## config.mk

```make
export PLATFORM = sky130hd
export DESIGN_NAME = alu_arbiter
export DESIGN_NICKNAME = d
export VERILOG_FILES = /design/src/rtl/alu_arbiter.sv
export SDC_FILE = /design/constraint.sdc
export NUM_CORES = 1
export LEC_CHECK = 0
export ABC_CLOCK_PERIOD_IN_PS = 4300
export CAP_MARGIN = 40
export CORE_ASPECT_RATIO = 0.8
export CORE_UTILIZATION = 43
export DETAILED_ROUTE_END_ITERATION = 8
export GPL_TIMING_DRIVEN = 1
export PLACE_DENSITY = 0.85
export SLEW_MARGIN = 0
export SYNTH_ARGS = -nofsm -noshare
export SYNTH_HDL_FRONTEND = slang
export SYNTH_SLANG_ARGS = --single-unit
```

## constraint.sdc

```tcl
create_clock -name CLK -period 4.3 [get_ports CLK]
set_clock_uncertainty 0.05 [all_clocks]
set_input_delay 0.43 -clock CLK [delete_from_list [all_inputs] [get_ports CLK]]
set_output_delay 0.43 -clock CLK [all_outputs]
set_load 0.005 [all_outputs]
```

## src/rtl/alu_arbiter.sv

```systemverilog
// alu_arbiter: round-robin sharing of one ALU between two requesters with tagged one-cycle responses.
// Define ALU_ARB_ILLEGAL_CHK_EN to answer function codes >= NUM_FUNS with an error response instead of issuing them.
module alu_arbiter #(
  parameter int DATA_WIDTH = 8,
  parameter int FUN_WIDTH  = 4,
  parameter int ALU_LAT    = 1,
  parameter int NUM_FUNS   = 16
) (
  input  logic                  CLK,
  input  logic                  RST,
  input  logic                  Req0_Valid,
  input  logic [DATA_WIDTH-1:0] Req0_A,
  input  logic [DATA_WIDTH-1:0] Req0_B,
  input  logic [FUN_WIDTH-1:0]  Req0_Fun,
  output logic                  Req0_Ready,
  input  logic                  Req1_Valid,
  input  logic [DATA_WIDTH-1:0] Req1_A,
  input  logic [DATA_WIDTH-1:0] Req1_B,
  input  logic [FUN_WIDTH-1:0]  Req1_Fun,
  output logic                  Req1_Ready,
  output logic [DATA_WIDTH-1:0] ALU_A,
  output logic [DATA_WIDTH-1:0] ALU_B,
  output logic [FUN_WIDTH-1:0]  ALU_FUN,
  output logic                  ALU_EN,
  input  logic [DATA_WIDTH-1:0] ALU_OUT,
  output logic                  Rsp_Valid,
  output logic                  Rsp_Id,
  output logic [DATA_WIDTH-1:0] Rsp_Data,
  output logic                  Rsp_Err
);
  localparam logic [1:0] IDLE  = 2'd0;
  localparam logic [1:0] ISSUE = 2'd1;
  localparam logic [1:0] WAIT  = 2'd2;

  if (ALU_LAT < 1 || ALU_LAT > 15 || NUM_FUNS < 1 || NUM_FUNS > (1 << FUN_WIDTH)) begin : g_bad_cfg
    $error("alu_arbiter: illegal parameter set");
  end

  logic [1:0]            state_q, state_d;
  logic                  ptr_q, ptr_d, id_q, id_d;
  logic [3:0]            cnt_q, cnt_d;
  logic [DATA_WIDTH-1:0] a_q, a_d, b_q, b_d, data_q, data_d;
  logic [FUN_WIDTH-1:0]  fun_q, fun_d;
  logic                  rsp_v_q, rsp_v_d, rsp_id_q, rsp_id_d, err_q, err_d;
  logic                  gnt0, gnt1, sel, ill;
  logic [DATA_WIDTH-1:0] sel_a, sel_b;
  logic [FUN_WIDTH-1:0]  sel_fun;

  // both valid: the pointer decides; it flips to the loser on every grant
  assign gnt0    = RST && state_q == IDLE && Req0_Valid && (!Req1_Valid || !ptr_q);
  assign gnt1    = RST && state_q == IDLE && Req1_Valid && (!Req0_Valid || ptr_q);
  assign sel     = gnt1;
  assign sel_a   = sel ? Req1_A : Req0_A;
  assign sel_b   = sel ? Req1_B : Req0_B;
  assign sel_fun = sel ? Req1_Fun : Req0_Fun;

`ifdef ALU_ARB_ILLEGAL_CHK_EN
  assign ill = 32'(sel_fun) >= NUM_FUNS;
`else
  assign ill = 1'b0;
`endif

  always_comb begin
    state_d  = state_q;
    ptr_d    = ptr_q;
    id_d     = id_q;
    cnt_d    = cnt_q;
    a_d      = a_q;
    b_d      = b_q;
    fun_d    = fun_q;
    rsp_v_d  = 1'b0;
    rsp_id_d = rsp_id_q;
    data_d   = data_q;
    err_d    = err_q;
    case (state_q)
      IDLE: if (gnt0 || gnt1) begin
        ptr_d = !sel;
        if (ill) begin
          rsp_v_d  = 1'b1;
          rsp_id_d = sel;
          data_d   = '0;
          err_d    = 1'b1;
        end else begin
          a_d     = sel_a;
          b_d     = sel_b;
          fun_d   = sel_fun;
          id_d    = sel;
          state_d = ISSUE;
        end
      end
      ISSUE: begin
        cnt_d   = 4'(ALU_LAT - 1);
        state_d = WAIT;
      end
      WAIT: begin
        cnt_d = cnt_q - 4'd1;
        if (cnt_q == 4'd0) begin
          rsp_v_d  = 1'b1;
          rsp_id_d = id_q;
          data_d   = ALU_OUT;
          err_d    = 1'b0;
          state_d  = IDLE;
        end
      end
      default: state_d = IDLE;
    endcase
  end

  always_ff @(posedge CLK) begin
    if (!RST) begin
      state_q  <= IDLE;
      ptr_q    <= 1'b0;
      id_q     <= 1'b0;
      cnt_q    <= '0;
      a_q      <= '0;
      b_q      <= '0;
      fun_q    <= '0;
      rsp_v_q  <= 1'b0;
      rsp_id_q <= 1'b0;
      data_q   <= '0;
      err_q    <= 1'b0;
    end else begin
      state_q  <= state_d;
      ptr_q    <= ptr_d;
      id_q     <= id_d;
      cnt_q    <= cnt_d;
      a_q      <= a_d;
      b_q      <= b_d;
      fun_q    <= fun_d;
      rsp_v_q  <= rsp_v_d;
      rsp_id_q <= rsp_id_d;
      data_q   <= data_d;
      err_q    <= err_d;
    end
  end

  assign Req0_Ready = gnt0;
  assign Req1_Ready = gnt1;
  assign ALU_A      = a_q;
  assign ALU_B      = b_q;
  assign ALU_FUN    = fun_q;
  assign ALU_EN     = state_q == ISSUE;
  assign Rsp_Valid  = rsp_v_q;
  assign Rsp_Id     = rsp_id_q;
  assign Rsp_Data   = data_q;
  assign Rsp_Err    = err_q;
endmodule
```

### Word level (Yosys, flattened, before mapping)

Index checks and enable logic that the tools add are counted.

* logic and storage cells: 42
* register bits after elaboration: 38

* multiplexer cells: 8
* add/sub/neg operators: 1
* reduce and logical (&&, ||, !) cells: 19
* equality and inequality tests: 4

Operators by type and width (count)
* two-way mux 8 bit: 2
* case mux 4 bit (2 select lines): 1
* AND reduction 2 bit: 4
* case mux 2 bit (3 select lines): 1
* logical AND 1 bit: 5
* zero test 1 bit: 4
* zero test 4 bit: 1
* two-way mux 2 bit: 2
* two-way mux 4 bit: 1
* subtractor 4 x 1 -> 4 bit (second input constant): 1
* logical OR 1 bit: 3
* equality test 2 x 1 -> 1 bit (second input constant): 1
* equality test 2 bit (second input constant): 1
* zero test 2 bit: 1
* != test 2 x 1 -> 1 bit (second input constant): 1
* != test 2 bit (second input constant): 1
* nonzero test 2 bit: 1
* two-way mux 1 bit: 1

### Depth between registers and ports, before layout

Gate-level depths: netlist (run 1).

* word-level depth: 7
* mapped depth: 7
* gate-level depth less buffers: 5

### Worst setup path after synthesis (run 1)

OpenSTA, ideal clock, no wires.

* kind: register to output
* start point: reg state_q[0]
* end point: out Req1_Ready
* arrival time: 1204 ps
* slack: 2616 ps
* path buffers: 2
* cell stages (with the launch flop): 8
* path through: dfxtp_1 inv_1 ha_1 clkbuf_2 nand3_1 or2_4 buf_6 inv_1

* cells in the longest elaborated chain, start to end: 4

RTL lines
* from (decl): RTL line 39 `logic [1:0] state_q, state_d;`
* from (signal assigned): RTL line 123 `state_q <= state_d;`
* zero test 2 bit: RTL line 51 `assign gnt1 = RST && state_q == IDLE && Req1_Valid && (!Req0_Valid || ptr_q);`
* logical AND 1 bit (3 in a row): RTL line 51
* to (decl): RTL line 20 `output logic Req1_Ready,`

Every way passes these cells.

### Final worst setup path (run 1)

* start point: in RST
* end point: out Req1_Ready

* cells in the longest elaborated chain, start to end: 3

RTL lines
* from (decl): RTL line 10 `input logic RST,`
* logical AND 1 bit (3 in a row): RTL line 51

Every way passes these cells.

==> impl_metrics.prom, run 1 <==
# TYPE chip_impl_metric gauge
chip_impl_info{name="min_path_type",value="reg2reg"} 1
chip_impl_metric{name="worst_ir_drop_vdd",unit="V"} 0.000275
chip_impl_info{name="unrepaired_setup_endpoints_after_global_routing",value="no"} 1
chip_impl_metric{name="report.power.total",unit="mW"} 1.19
chip_impl_metric{name="clock_sink_count",unit=""} 38
chip_impl_metric{name="syn-cell-area",unit="um2"} 1750
chip_impl_metric{name="postCtsSetupRepairBufs",unit=""} 0
chip_impl_metric{name="dpl_cell_area",unit="um2"} 2600
chip_impl_metric{name="syn_nets",unit=""} 269
chip_impl_metric{name="yosys_warnings",unit=""} 0
chip_impl_metric{name="timing.slew.headroom",unit=""} 0.648
chip_impl_metric{name="critPathArrivalTime",unit="ps"} 2510
chip_impl_metric{name="fin_nets",unit=""} 346
chip_impl_metric{name="drt.antenna.violating_nets",unit=""} 0
chip_impl_metric{name="detail_route.iter0.violations",unit=""} 104
chip_impl_metric{name="rr_worst_depth",unit=""} 6
chip_impl_metric{name="initial_utilization",unit=""} 0.454
chip_impl_metric{name="timing_max_transition_violations_final",unit=""} 0
chip_impl_metric{name="globalRouteOverflowTotal",unit=""} 0
chip_impl_metric{name="worst_hold_path.num_cells",unit=""} 2
chip_impl_metric{name="period_minus_slack",unit="ps"} 2990
chip_impl_metric{name="routed-via-count",unit=""} 1803
chip_impl_metric{name="die-area",unit="um2"} 4330
chip_impl_metric{name="grt_pass1_vias",unit=""} 1581
chip_impl_metric{name="num_antenna_cells",unit=""} 0
chip_impl_metric{name="io-pin-count",unit=""} 86
chip_impl_info{name="yosys-top-cells-area",value="dfxtp_1 (43%), a211oi_1 (8.6%), o21ai_0 (6.9%)"} 1
chip_impl_info{name="synthDominantAreaCellType",value="dfxtp_1"} 1
chip_impl_metric{name="power.density",unit="nW/um2"} 445
chip_impl_metric{name="seq_area_frac_synth",unit=""} 0.435
chip_impl_metric{name="n_fill_cell",unit=""} 332
chip_impl_info{name="cts.root.buffer_cell",value="clkbuf_8"} 1
chip_impl_metric{name="finalSetupViolCount",unit=""} 0
chip_impl_metric{name="grt_antenna_before_repair",unit=""} 0
chip_impl_metric{name="max_cap_violations",unit=""} 0
chip_impl_metric{name="maximum_count_of_clock_buffers_along_a_single_path",unit=""} 2
chip_impl_metric{name="power_leakage",unit="nW"} 0.958
chip_impl_metric{name="layout-drive-gt1-share",unit=""} 0.0414
chip_impl_metric{name="floorplan.rows",unit=""} 20
chip_impl_metric{name="syn2layout_area_growth",unit="%"} 53.0
chip_impl_metric{name="path_clk_slew",unit="ps"} 70
chip_impl_metric{name="critical_path.max_fanout",unit=""} 44
chip_impl_metric{name="post-synth-top-area-fraction",unit=""} 0.435
chip_impl_metric{name="fmax",unit="MHz"} 335
chip_impl_info{name="timing.setup.critical_path_class",value="in2out"} 1
chip_impl_metric{name="cts_repair_resize_count",unit=""} 0
chip_impl_metric{name="cts-hold-fix-buffers",unit=""} 0
chip_impl_metric{name="synthDistinctLibCells",unit=""} 35
chip_impl_metric{name="drt-wirelength-per-cell",unit="um"} 12.9
chip_impl_info{name="endpoint_kind",value="output pin"} 1
chip_impl_metric{name="detailedPlacementHpwl",unit="um"} 3160
chip_impl_metric{name="post_syn_area_per_cell",unit="um2"} 8.22
chip_impl_info{name="result_of_the_run",value="completed"} 1
chip_impl_metric{name="clock_latency",unit="ps"} 280
chip_impl_metric{name="worst_ep_required_time",unit="ps"} 3820
chip_impl_metric{name="drc",unit=""} 0
chip_impl_metric{name="synth_cells",unit=""} 213
chip_impl_metric{name="report.final.hold_viol_count",unit=""} 0
chip_impl_metric{name="final.period_utilization",unit=""} 0.695
chip_impl_metric{name="worstMarginPinSlew",unit="ps"} 528
chip_impl_metric{name="cp_slowest_stage_delay",unit="ps"} 500
chip_impl_metric{name="wl",unit="um"} 4470
chip_impl_metric{name="fp.dieW",unit="um"} 73.3
chip_impl_metric{name="io_buffers",unit=""} 84
chip_impl_metric{name="grt.total_usage",unit=""} 0.218
chip_impl_metric{name="pin_count_of_the_biggest_net_entering_global_routing",unit=""} 45
chip_impl_metric{name="cts_htree_levels",unit=""} 2
chip_impl_metric{name="area.sequential",unit="um2"} 761
chip_impl_metric{name="core_area",unit="um2"} 3850
chip_impl_metric{name="gp_congestion",unit=""} 0.778
chip_impl_metric{name="detail_route.vias_per_cell",unit=""} 5.23
chip_impl_metric{name="fin_setup_tns",unit="ps"} 0
chip_impl_info{name="cp-start-kind",value="input port"} 1
chip_impl_metric{name="layout.core_utilization",unit=""} 0.695
chip_impl_metric{name="tritoncts.num_buffers",unit=""} 5
chip_impl_metric{name="detailed_routing_iteration_count_for_the_pre_antenna_repair_pass",unit=""} 4
chip_impl_metric{name="multiInputGateArea",unit="um2"} 871
chip_impl_metric{name="ys_ff_latch",unit=""} 38
chip_impl_info{name="cp_slowest_cell",value="clkdlybuf4s50_1"} 1
chip_impl_metric{name="grt_pass1_wl",unit="um"} 7230
chip_impl_metric{name="vertical_die_dimension",unit="um"} 59.1
chip_impl_info{name="clock_tree_from_tritoncts",value="built"} 1
chip_impl_metric{name="stdcell_area",unit="um2"} 2680
chip_impl_info{name="crit_path_cell_trace",value="clkdlybuf4s50_1 -> buf_4 -> nand3_1 -> buf_4 -> or2_4 -> inv_1 -> clkdlybuf4s50_1"} 1
cells by family (layout without fill, tap and decap cells):
logic type	after synthesis	count (layout)	synth area share
and+or+nand+nor	81	81	0.221
AOI/OAI and AO/OA	62	62	0.233
DFF	38	38	0.435
buffers and inverters	25	102	0.0693
adders and majority gates	4	4	0.0286
muxes	2	2	0.0114
other	1	1	0.00214
Yosys cell counts:
library cell and number:
a211oi_1 20, a21boi_0 9, a21boi_1 1, a21o_1 1
a21oi_1 1, a22oi_1 2, a32o_1 1, and2_1 3
and4_1 1, buf_2 6, buf_4 1, buf_6 2
clkbuf_1 9, clkbuf_2 1, conb_1 1, dfxtp_1 38
ha_1 4, inv_1 6, mux2i_1 2, nand2_1 25
nand2b_1 1, nand3_1 1, nand3b_1 1, nand4bb_1 1
nor2_1 20, nor2b_1 2, nor3_1 21, nor3b_1 2
nor4bb_1 1, o211a_1 1, o211ai_1 1, o21a_1 1
o21ai_0 24, or2_4 1, or3b_1 1
critical path, delay by kind of cell:
kind                   cells  cell delay (ps)
buffers and inverters      5             1590
and+or+nand+nor            2              470
stage by stage:
step / worst slack, ps / hold slack, ps / std cells
2_1_floorplan: 2620 / 381 / 213
3_3_place_gp: 1330 / 391 / 338
3_5_place_dp: 1320 / 400 / 338
4_1_cts: 1300 / 410 / 345
5_1_grt: 1210 / 442 / 345
6_report: 1310 / 408 / 345
per-layer routing:
metal,wire [um],global-route usage,vias to the layer above,share of wire
met5,0,0,-,0
met4,48,0.0824,0,0.011
met3,326,0.0697,4,0.073
met2,1990,0.354,62,0.45
met1,2100,0.272,845,0.47
li1,-,-,892,-
path summary, 6_finish.rpt:
| path | from | to | slack (ps) |
|---|---|---|---|
| setup / recovery | RST | Req1_Ready | 1310 |
| hold / removal | id_q$_SDFFE_PN0P_ | Rsp_Id$_SDFFE_PN0P_ | 410 |
| setup reg to reg | state_q[0]$_SDFFE_PN0P_ | ALU_B[2]$_SDFFE_PN0P_ | 2520 |
| hold reg to reg | id_q$_SDFFE_PN0P_ | Rsp_Id$_SDFFE_PN0P_ | 410 |
power breakdown:
| group | switching, mW | total, mW | internal, mW | leakage (nW) |
|---|---|---|---|---|
| Combinational | 0.235 | 0.497 | 0.262 | 0.609 |
| Sequential | 0.0421 | 0.472 | 0.430 | 0.311 |
| Clock | 0.112 | 0.223 | 0.112 | 0.0383 |
placed cells by master (no fill, tap or decap):
master and count:
o211ai_1 1, or3b_1 1, inv_1 6, ha_1 4, nand2_1 25, and2_1 3
o21ai_0 24, a21oi_1 1, conb_1 1, a21o_1 1, nand3b_1 1, o21a_1 1
nor2_1 20, and4_1 1, a21boi_0 9, clkbuf_8 5, nor2b_1 1, nand3_1 1
mux2i_1 2, nand2b_1 1, dfxtp_1 38, clkdlybuf4s50_1 84, a22oi_1 2, nor2b_2 1
o211a_1 1, a32o_1 1, nor3b_1 2, nor4bb_1 1, or2_4 1, nand4bb_1 1
buf_4 5, a211oi_1 20, clkbuf_1 2, nor3_1 21, a21boi_1 1
area by class of cell:
cell class	count	area share
multi-input cells	150	0.325
flip-flops and latches	38	0.284
repair buffers	89	0.328
inverters	6	0.00841
clock buffers	7	0.0285
well taps	55	0.0257
state kept, by name, summed over array words and instances, names as in the netlist:
signal,flops
ALU_A,8
ALU_B,8
Rsp_Data,8
ALU_FUN,4
cnt_q,4
state_q,2
Rsp_Id,1
Rsp_Valid,1
id_q,1
ptr_q,1
Note: power is estimated with default switching activity, not from simulation.
==> run 2: changes to the inputs <==
ABC_CLOCK_PERIOD_IN_PS = 2700   (was 4300)
CORE_UTILIZATION = 36   (was 43)
PLACE_DENSITY = 0.76   (was 0.85)
clock period = 2.7 ns   (was 4.3 ns; I/O delays follow)
==> run 2 against run 1 <==
  * First-iteration DRC count fell by 20%
  * Hold slack barely moved
  * Non-clock buffer count rose by 2
  * Critical path depth fell by 1
  * Via count fell by 2.1%
  * Largest cell class unchanged
==> impl_metrics.prom, run 2 (same netlist as run 1, synthesis figures left out) <==
# TYPE chip_impl_metric gauge
chip_impl_metric{name="detailedPlacementHpwl",unit="um"} 3240
chip_impl_info{name="timing.setup.critical_path_class",value="reg2out"} 1
chip_impl_metric{name="pin_count_of_the_biggest_net_entering_global_routing",unit=""} 28
chip_impl_metric{name="drt.antenna.violating_nets",unit=""} 0
chip_impl_info{name="crit_path_cell_trace",value="inv_1 -> ha_1 -> nand3_1 -> or2_4 -> inv_1 -> clkdlybuf4s50_1"} 1
chip_impl_info{name="layout_commonest_cell",value="clkdlybuf4s50_1"} 1
chip_impl_metric{name="grt_antenna_before_repair",unit=""} 0
chip_impl_info{name="crit_top_cell",value="inv_1"} 1
chip_impl_info{name="cp_slowest_cell",value="clkdlybuf4s50_1"} 1
chip_impl_info{name="min_path_type",value="reg2reg"} 1
chip_impl_metric{name="place_worst_setup_slack",unit="ps"} 539
chip_impl_metric{name="io-pin-count",unit=""} 86
chip_impl_metric{name="detail_route.iter0.violations",unit=""} 83
chip_impl_metric{name="detail_route.vias_per_cell",unit=""} 5.02
chip_impl_metric{name="fin_nets",unit=""} 348
chip_impl_metric{name="detailed_routing_iteration_count_for_the_pre_antenna_repair_pass",unit=""} 4
chip_impl_metric{name="power.density",unit="nW/um2"} 741
chip_impl_metric{name="syn2layout_area_growth",unit="%"} 56.3
chip_impl_metric{name="clock_sink_count",unit=""} 38
chip_impl_metric{name="fin_setup_tns",unit="ps"} 0
chip_impl_metric{name="die-area",unit="um2"} 5150
chip_impl_info{name="mostFrequentLayoutCells",value="clkdlybuf4s50_1 (84), dfxtp_1 (38), nand2_1 (25)"} 1
chip_impl_metric{name="grt_pass1_vias",unit=""} 1602
chip_impl_metric{name="cts_htree_levels",unit=""} 2
chip_impl_metric{name="floorplan.rows",unit=""} 22
chip_impl_metric{name="r2r_slack",unit="ps"} 920
chip_impl_metric{name="io_buffers",unit=""} 84
chip_impl_metric{name="finalSetupViolCount",unit=""} 0
chip_impl_metric{name="tritoncts.num_buffers",unit=""} 5
chip_impl_metric{name="fin_ws",unit="ps"} 460
chip_impl_metric{name="wl",unit="um"} 4550
chip_impl_metric{name="worstMarginPinSlew",unit="ps"} 515
chip_impl_metric{name="layout-drive-gt1-share",unit=""} 0.0548
chip_impl_info{name="cts.root.buffer_cell",value="clkbuf_8"} 1
chip_impl_metric{name="fp.dieW",unit="um"} 80.0
chip_impl_metric{name="initial_utilization",unit=""} 0.379
chip_impl_metric{name="postCtsSetupRepairBufs",unit=""} 0
chip_impl_metric{name="drt-wirelength-per-cell",unit="um"} 12.9
chip_impl_metric{name="timing_max_transition_violations_final",unit=""} 0
chip_impl_metric{name="gp_congestion",unit=""} 0.729
chip_impl_metric{name="report.power.total",unit="mW"} 2.03
chip_impl_metric{name="grt.total_usage",unit=""} 0.177
chip_impl_metric{name="fmax",unit="MHz"} 446
chip_impl_metric{name="report.final.hold_viol_count",unit=""} 0
chip_impl_metric{name="clock_latency",unit="ps"} 280
chip_impl_info{name="result_of_the_run",value="completed"} 1
chip_impl_info{name="endpoint_kind",value="output pin"} 1
chip_impl_info{name="crit_family",value="buffers and inverters"} 1
chip_impl_metric{name="power_leakage",unit="nW"} 0.986
chip_impl_metric{name="timing.slew.headroom",unit=""} 0.657
chip_impl_metric{name="final.period_utilization",unit=""} 0.830
chip_impl_info{name="unrepaired_setup_endpoints_after_global_routing",value="no"} 1
chip_impl_metric{name="critPathArrivalTime",unit="ps"} 1920
chip_impl_metric{name="maximum_count_of_clock_buffers_along_a_single_path",unit=""} 2
chip_impl_metric{name="core_area",unit="um2"} 4620
chip_impl_metric{name="n_fill_cell",unit=""} 442
chip_impl_metric{name="critical_path.max_fanout",unit=""} 8
chip_impl_metric{name="period_minus_slack",unit="ps"} 2240
chip_impl_info{name="clock_tree_from_tritoncts",value="built"} 1
chip_impl_info{name="cp-start-kind",value="register"} 1
chip_impl_metric{name="drc",unit=""} 0
chip_impl_metric{name="grt_pass1_wl",unit="um"} 7080
chip_impl_metric{name="globalRouteOverflowTotal",unit=""} 0
chip_impl_metric{name="worst_ep_required_time",unit="ps"} 2380
chip_impl_metric{name="worst_ir_drop_vdd",unit="V"} 0.000374
chip_impl_metric{name="cts-hold-fix-buffers",unit=""} 0
chip_impl_metric{name="critical_path.n_buffers_inverters",unit=""} 3
chip_impl_metric{name="max_cap_violations",unit=""} 0
chip_impl_metric{name="routed-via-count",unit=""} 1766
chip_impl_metric{name="cts_repair_resize_count",unit=""} 0
chip_impl_metric{name="path_clk_slew",unit="ps"} 70
chip_impl_metric{name="cp_slowest_stage_delay",unit="ps"} 540
chip_impl_metric{name="num_antenna_cells",unit=""} 0
chip_impl_metric{name="vertical_die_dimension",unit="um"} 64.4
==> run 2: cell type report <==
cell class              count  area [um2]  area share
multi-input cells         150         871       0.318
clock buffers               6        82.6      0.0302
clock inverters             1        30.0      0.0110
repair buffers             91         893       0.327
inverters                   6        22.5     0.00823
flip-flops and latches     38         761       0.278
well taps                  60        75.1      0.0274
==> run 2: power by group <==
group          internal (mW)  leakage [nW]  switching, mW
Combinational          0.421         0.618          0.371
Sequential             0.684         0.311         0.0665
Clock                  0.296        0.0573          0.189
==> run 2: final timing paths <==
check / startpoint / endpoint / depth (start not counted)
worst min register to register: id_q$_SDFFE_PN0P_ / Rsp_Id$_SDFFE_PN0P_ / 2
worst min-delay path: id_q$_SDFFE_PN0P_ / Rsp_Id$_SDFFE_PN0P_ / 2
worst max register to register: state_q[0]$_SDFFE_PN0P_ / ALU_A[0]$_SDFFE_PN0P_ / 5
worst max-delay path: state_q[0]$_SDFFE_PN0P_ / Req1_Ready / 6
==> run 2: stage by stage <==
stage	hold slack, ps	instance area [um2]	utilization	instances
4_1_cts	414	2740	0.591	352
3_5_place_dp	403	2620	0.567	345
3_3_place_gp	392	2620	0.567	345
2_1_floorplan	365	1750	-	213
6_report	408	2740	0.591	352
5_1_grt	432	2740	0.591	352
==> run 2: worst reg2reg max path: stages, from the launching register on <==
cell and delay, ps:
dfxtp_1 320, inv_1 80, ha_1 290, o211a_1 530, o21ai_0 150, a211oi_1 270
==> run 2: metal layers <==
metal,up-vias,part of all wire,global-route usage
met4,0,0.015,0.0558
met2,61,0.45,0.302
met3,7,0.078,0.0600
met5,-,0,0
li1,899,-,-
met1,799,0.46,0.209
